### src/rtl/slave_pkg.sv
// rtl/slave_pkg.sv - shared types and constants for the memory-backed crossbar slave
package slave_pkg;

    typedef enum logic [1:0] {
        IDLE = 2'd0,
        WAIT = 2'd1,
        ACK  = 2'd2,
        RESP = 2'd3
    } state_t;

    localparam logic       CMD_READ  = 1'b0;
    localparam logic       CMD_WRITE = 1'b1;
    localparam logic [7:0] LFSR_SEED = 8'hA5;
    localparam int         COUNT_W   = 16;

endpackage

### src/rtl/lfsr8.sv
// rtl/lfsr8.sv - free-running 8-bit Fibonacci LFSR (x^8+x^6+x^5+x^4+1)
module lfsr8
    import slave_pkg::*;
(
    input  logic       clk,
    input  logic       rst,
    output logic [7:0] out
);

    logic [7:0] state_q;
    logic       feedback;

    assign feedback = state_q[7] ^ state_q[5] ^ state_q[4] ^ state_q[3];
    assign out      = state_q;

    always_ff @(posedge clk) begin
        if (rst) begin
            state_q <= LFSR_SEED;
        end else begin
            state_q <= {state_q[6:0], feedback};
        end
    end

endmodule

### src/rtl/mem_slave.sv
// rtl/mem_slave.sv - memory-backed crossbar slave with programmable wait states
module mem_slave
    import slave_pkg::*;
#(
    parameter int N            = 32,
    parameter int DEPTH        = 16,
    parameter int ADDR_LSB     = 2,
    parameter int WAIT_CYCLES  = 2,
    parameter int STALL_RANDOM = 0
) (
    input  logic                 clk,
    input  logic                 rst,
    input  logic                 slave_req,
    input  logic [N-1:0]         slave_addr,
    input  logic                 slave_cmd,
    input  logic [N-1:0]         slave_wdata,
    output logic                 slave_ack,
    output logic [N-1:0]         slave_rdata,
    output logic                 busy,
    output logic [COUNT_W-1:0]   wr_count,
    output logic [COUNT_W-1:0]   rd_count
);

    localparam int IDX_W = $clog2(DEPTH);
    localparam int CNT_W = 8;

    state_t             state, state_nx;
    logic [N-1:0]       mem [DEPTH];
    logic [IDX_W-1:0]   idx_q;
    logic               cmd_q;
    logic [N-1:0]       wdata_q;
    logic [CNT_W-1:0]   cnt_q;
    logic [CNT_W-1:0]   wait_total;
    logic [7:0]         lfsr_val;
    logic               unused_bits;

    lfsr8 u_lfsr (
        .clk (clk),
        .rst (rst),
        .out (lfsr_val)
    );

    // Only the word-index field of the address and two LFSR bits matter.
    assign unused_bits = ^{slave_addr, lfsr_val};

    assign wait_total = CNT_W'(WAIT_CYCLES)
                      + ((STALL_RANDOM != 0) ? {{(CNT_W-2){1'b0}}, lfsr_val[1:0]}
                                             : {CNT_W{1'b0}});

    assign slave_ack = (state == ACK);
    assign busy      = (state != IDLE);

    always_comb begin
        state_nx = state;
        case (state)
            IDLE: begin
                if (slave_req) begin
                    state_nx = (wait_total == '0) ? ACK : WAIT;
                end
            end
            WAIT: begin
                // Abandonment wins over a counter that is about to expire.
                if (!slave_req) begin
                    state_nx = IDLE;
                end else if (cnt_q == CNT_W'(1)) begin
                    state_nx = ACK;
                end
            end
            ACK:     state_nx = RESP;
            RESP:    state_nx = IDLE;
            default: state_nx = IDLE;
        endcase
    end

    always_ff @(posedge clk) begin
        if (rst) begin
            state       <= IDLE;
            idx_q       <= '0;
            cmd_q       <= CMD_READ;
            wdata_q     <= '0;
            cnt_q       <= '0;
            slave_rdata <= '0;
            wr_count    <= '0;
            rd_count    <= '0;
            for (int i = 0; i < DEPTH; i++) begin
                mem[i] <= '0;
            end
        end else begin
            state <= state_nx;
            case (state)
                IDLE: begin
                    if (slave_req) begin
                        idx_q   <= slave_addr[ADDR_LSB +: IDX_W];
                        cmd_q   <= slave_cmd;
                        wdata_q <= slave_wdata;
                        cnt_q   <= wait_total;
                    end
                end
                WAIT: begin
                    cnt_q <= cnt_q - CNT_W'(1);
                end
                ACK: begin
                    if (cmd_q == CMD_WRITE) begin
                        mem[idx_q] <= wdata_q;
                        if (wr_count != '1) begin
                            wr_count <= wr_count + COUNT_W'(1);
                        end
                    end else begin
                        slave_rdata <= mem[idx_q];
                        if (rd_count != '1) begin
                            rd_count <= rd_count + COUNT_W'(1);
                        end
                    end
                end
                default: begin
                end
            endcase
        end
    end

endmodule

### config.mk
export PLATFORM = sky130hd
export DESIGN_NAME = mem_slave
export DESIGN_NICKNAME = d
export VERILOG_FILES = /design/src/rtl/slave_pkg.sv /design/src/rtl/lfsr8.sv /design/src/rtl/mem_slave.sv
export SDC_FILE = /design/constraint.sdc
export NUM_CORES = 1
export LEC_CHECK = 0
export BUFFER_PORTS_ARGS = -buffer_cell sky130_fd_sc_hd__buf_2
export CAP_MARGIN = 0
export CORE_UTILIZATION = 40
export DETAILED_ROUTE_END_ITERATION = 16
export PLACE_DENSITY = 0.65
export SLEW_MARGIN = 5
export SYNTH_ARGS = -nofsm -noshare
export SYNTH_HDL_FRONTEND = slang
export SYNTH_SLANG_ARGS = --single-unit
### constraint.sdc
create_clock -name clk -period 3 [get_ports clk]
set_input_delay 0.3 -clock clk [delete_from_list [all_inputs] [get_ports clk]]
set_output_delay 0.3 -clock clk [all_outputs]
set_load 0.005 [all_outputs]
**Word level (Yosys, flattened, before mapping)**

Memory sizes are Yosys's and may differ from the RTL's. A register that Yosys moved wholly into a read port is not among the register bits.
Index checks and enable logic that the tools add are counted.

- Register bits: 79
- Bits in writable memories: 512
- Input port bits: 68
- Output and inout bits: 66
- Memories: 1

Memory list:

| name | depth | width | rd ports | clocked after memory_dff | write ports | RTL line | text |
|---|---|---|---|---|---|---|---|
| mem | 16 | 32 | 1 | 1 | 16 | mem_slave.sv:28 | `logic [N-1:0] mem [DEPTH];` |

- Add/sub/neg operators: 3
- Equality and inequality tests: 8
- Mux-type cells: 15
- Bitwise gates (word level): 1
- Reduce and logical (&&, ||, !) cells: 10

Operator list:

| cell | count |
|---|---|
| 16-bit by 1-bit adder with 16-bit output (second input constant) | 2 |
| 32-bit 2-to-1 mux | 1 |
| 16-bit != test (second input constant) | 2 |
| 32-bit OR reduction | 1 |
| 8-bit case mux with 2 select lines | 1 |
| 8-bit by 1-bit == test with 1-bit output (second input constant) | 1 |
| 8-bit 2-to-1 mux | 1 |
| 2-bit case mux with 4 select lines | 1 |
| 2-bit AND reduction | 4 |
| 8-bit by 1-bit subtractor with 8-bit output (second input constant) | 1 |
| 1-bit 2-to-1 mux | 7 |
| 2-bit 2-to-1 mux | 3 |
| 3-bit AND reduction | 2 |
| 2-bit == test (second input constant) | 2 |
| 4-bit 2-to-1 mux | 1 |
| 2-bit nonzero test | 2 |
| 3-bit != test (second input constant) | 1 |
| 2-bit by 1-bit == test with 1-bit output (second input constant) | 1 |
| 2-bit zero test | 1 |
| 2-bit != test (second input constant) | 1 |
| 1-bit inverter | 1 |

**Depth between registers and ports, before layout**

- Depth in word-level cells: 6
- Mapped depth: 8

**Worst setup path before layout**

No wires, ideal clock.

- Path type: register to register
- Start point: reg idx_q[0]
- End point: mem mem[0][0] (enable)
- Library setup time: 0.375 ns
- Arrival: 1.713 ns
- Data required time: 2.625 ns
- Setup slack: 0.912 ns
- Stages on the path, launching flop included: 6
- Path buffers: 2
- Period minus slack after synthesis: 2.088 ns
- Cells stage by stage: dfxtp_1 buf_6 clkbuf_1 or3b_1 nor2_2 or2_2

RTL lines:

| what | RTL line | text |
|---|---|---|
| start, declared | mem_slave.sv:29 | `logic [IDX_W-1:0] idx_q;` |
| start signal, assigned | mem_slave.sv:93 | `idx_q <= slave_addr[ADDR_LSB +: IDX_W];` |
| end, declared | mem_slave.sv:28 |  |

==> flow_metrics.py <==
metrics = {
    "place": {
        "dp_cells": 2940,
        "port_buffers": 105,
        "gp_congestion": 0.786,
        "place_hpwl_um": 41900,
    },
    "worst_setup_path": {
        "worstSetupStartpointType": "flip-flop",
        "rr_startpoint": "idx_q[2]",
        "crit_required_ns": 3.49,
        "rrSetupSlack_ns": 0.29,
        "rr_worst_depth": 5,
        "crit_path_max_fanout": 14,
        "crit_arrival_ns": 3.20,
        "path_class": "reg -> reg",
        "rr_endpoint": "slave_rdata[26]",
        "critPathCaptureType": "flip-flop",
    },
    "clock_tree": {
        "cts_resized": 0,
        "clock_path_buffers": 3,
        "clkSinkCount": 623,
        "cts_inserted_buffers": 61,
        "clk_latency_ns": 0.63,
        "htree_levels": 2,
        "root_buffer": "clkbuf_16",
        "clk_pin_slew_ns": 0.06,
        "cts_tree": "built",
    },
    "logic_synthesis": {
        "yosys.area_share.simple_pct": 18.1,
        "synth_edf_count": 512,
        "ys.flop_type": "edfxtp_1",
        "synth_fa_ha_area_share_pct": 0.182,
        "synth_xor_area_share_pct": 0,
        "synthArstFlopShare_pct": 0,
        "yosysSeqAreaShare_pct": 63.8,
        "syn-num-nets": 2127,
        "synth_top_family_by_area": "simple AND/OR/NAND/NOR gates",
        "synth_compound_area_share_pct": 4.30,
        "synth.area.mux_share_pct": 10.8,
        "ys_types": 51,
        "ys_warn_count": 0,
        "syn-cell-area_mm2": 0.0276,
        "ys_ff_latch": 623,
        "avgSynthCellArea_um2": 13.4,
        "syn_inst": 2055,
    },
    "global_route": {
        "use_met3_pct": 4.05,
        "grt_first_pass_wirelength_um": 107000,
        "grt_pass1_vias": 17120,
        "met2_usage_pct": 35.0,
        "grt_use_total_pct": 20.5,
        "overflow": 0,
        "antenna_found_initial": 0,
        "grt-busiest-layer": "met2",
        "grt_max_degree": 150,
        "grt.met1_usage_pct": 26.4,
    },
    "finish": {
        "fin_nets": 2240,
        "fillers": 5838,
        "drive_above_1_share_pct": 18.1,
        "fin_cells": 3093,
        "synthToLayoutAreaGrowth_pct": 15.2,
    },
    "floorplanning": {
        "start_util_pct": 40.7,
        "die-area_mm2": 0.0700,
        "fp-row-count": 95,
        "pin_count": 134,
        "fp.dieW_um": 264,
        "die_y_um": 264,
        "core_mm2": 0.0676,
    },
    "sta": {
        "rsz0062_at_grt": "false",
        "min_period_ns": 2.71,
        "skew_ns": 0.0271,
        "setup_viol": 0,
        "setup_tns_ns": 0,
        "hold_viol_final": 0,
        "fmax_mhz": 370,
        "slew_violations": 0,
        "max_slew_margin_pct": 27.4,
        "worst_pin_slew_ns": 1.09,
        "period_share_pct": 90.2,
    },
    "min_path": {
        "hp-class": "in -> reg",
        "holdPathStages": 3,
        "worstHoldStart": "rst",
        "hold_end": "rd_count[14]",
    },
    "routing": {
        "dr_total_vias": 17038,
        "drt-initial-drc-count": 1391,
        "wl_um": 71400,
        "viasPerCell": 5.51,
        "ant_nets": 0,
        "avgRoutedWirePerCell_um": 23.1,
        "drt-pass1-iter-count": 5,
        "drc": 0,
    },
    "power": {
        "ir_worst_vdd_uv": 439,
        "p_per_area_mw_per_mm2": 585,
        "power_leakage_nw": 11.5,
    },
    "run_status": {
        "status": "completed",
    },
    "job": {
        "maxCapViolations": 0,
    },
}
==> synth_stat cells, types with 19 or more instances <==
cell type	n	area, um2
nand2_1	89	334
nor3_1	35	175
or2_2	19	119
nor2b_1	22	138
edfxtp_1	512	15400
o22ai_1	63	394
a21oi_1	58	290
clkbuf_1	123	462
dfxtp_1	111	2220
mux4_2	65	1460
nor4_1	36	225
buf_2	27	135
a22o_1	31	272
mux2i_1	128	1280
and2_1	512	3200
nor2_1	73	274
==> worst max-delay path, cell delays in order (launching register included) <==
cell      delay (ns)
dfxtp_1         0.72
nand3b_1        0.70
buf_4           0.33
o22ai_1         0.11
nor4_1          0.60
nor3_1          0.10
==> cells in the final DEF, fill, tap and decap left out, drive strengths merged, types with 38 or more instances in the layout <==
cell type | synthesis | final
nand2 | 89 | 89
a21oi | 58 | 58
mux2i | 128 | 128
dfxtp | 111 | 111
edfxtp | 512 | 512
buf | 47 | 182
dlygate4sd3 | 0 | 38
nor2 | 79 | 79
mux4 | 65 | 65
o22ai | 63 | 63
clkbuf | 123 | 81
and2 | 512 | 512
==> repair_timing <==
action                                 in CTS  in global routing
endpoints found under the hold margin      39                  0
setup buffers                               0                  0
hold buffers                               38                  0
==> stage by stage <==
step	util, %	hold WS [ns]	cell area (um2)	power [W]	setup slack [ns]
2_1_floorplan	-	0.436	27600	0.0105	0.912
3_3_place_gp	43.4	0.471	29300	0.0109	0.407
3_5_place_dp	43.4	0.481	29300	0.0110	0.342
4_1_cts	46.9	0.266	31700	0.0187	0.329
5_1_grt	46.9	0.294	31700	0.0191	0.172
6_report	46.9	0.275	31700	0.0186	0.294
==> logic make-up (layout without fill, tap and decap cells) <==
kind of cell               after synthesis  count (layout)
AOI/OAI and AO/OA                      182             182
adders and majority gates                4               4
buffers and inverters                  175             339
DFF                                    623             623
muxes                                  213             213
other                                    0               1
and+or+nand+nor                        858             858
==> area by class of cell <==
class,instances,area (um2),area share (%)
repair buffers,220,1760,5.55
multi-input cells,1257,9230,29.1
clock buffers,81,1720,5.41
well taps,873,1090,3.44
flip-flops and latches,623,17600,55.5
diodes,1,2.50,0.00788
clock inverters,33,323,1.02
inverters,5,18.8,0.0591
==> where the power goes <==
part / leakage (nW) / switching, W / total [W] / internal, W
Sequential: 6.19 / 0.000188 / 0.00978 / 0.00959
Clock: 0.997 / 0.00325 / 0.00777 / 0.00453
Combinational: 4.29 / 0.000605 / 0.00103 / 0.000421
Total: 11.5 / 0.00404 / 0.0186 / 0.0145
==> layer usage <==
metal | routed length [um] | share of wire (%)
met2 | 35300 | 49
met4 | 1750 | 2.5
met1 | 29200 | 41
met3 | 5130 | 7.2
met5 | 0 | 0
==> sequential cells by signal, indices dropped and copies added, names as in the netlist, named ones only <==
register,cells
rd_count,16
slave_rdata,32
cmd_q,1
state,1
wr_count,16
mem,512
cnt_q,8
idx_q,4
wdata_q,32
==> worst max path at each step <==
stage,cells after the start,slack [ns],endpoint,from
4_1_cts,5,0.33,slave_rdata[26],idx_q[2]
5_1_grt,4,0.17,slave_rdata[26],flip-flop
3_5_place_dp,5,0.34,slave_rdata[26],idx_q[2]
2_1_floorplan,5,0.91,mem[0][0],idx_q[0]
3_3_place_gp,4,0.41,slave_rdata[26],flip-flop
6_report,5,0.29,slave_rdata[26],idx_q[2]
(Power assumes the default switching activity.)
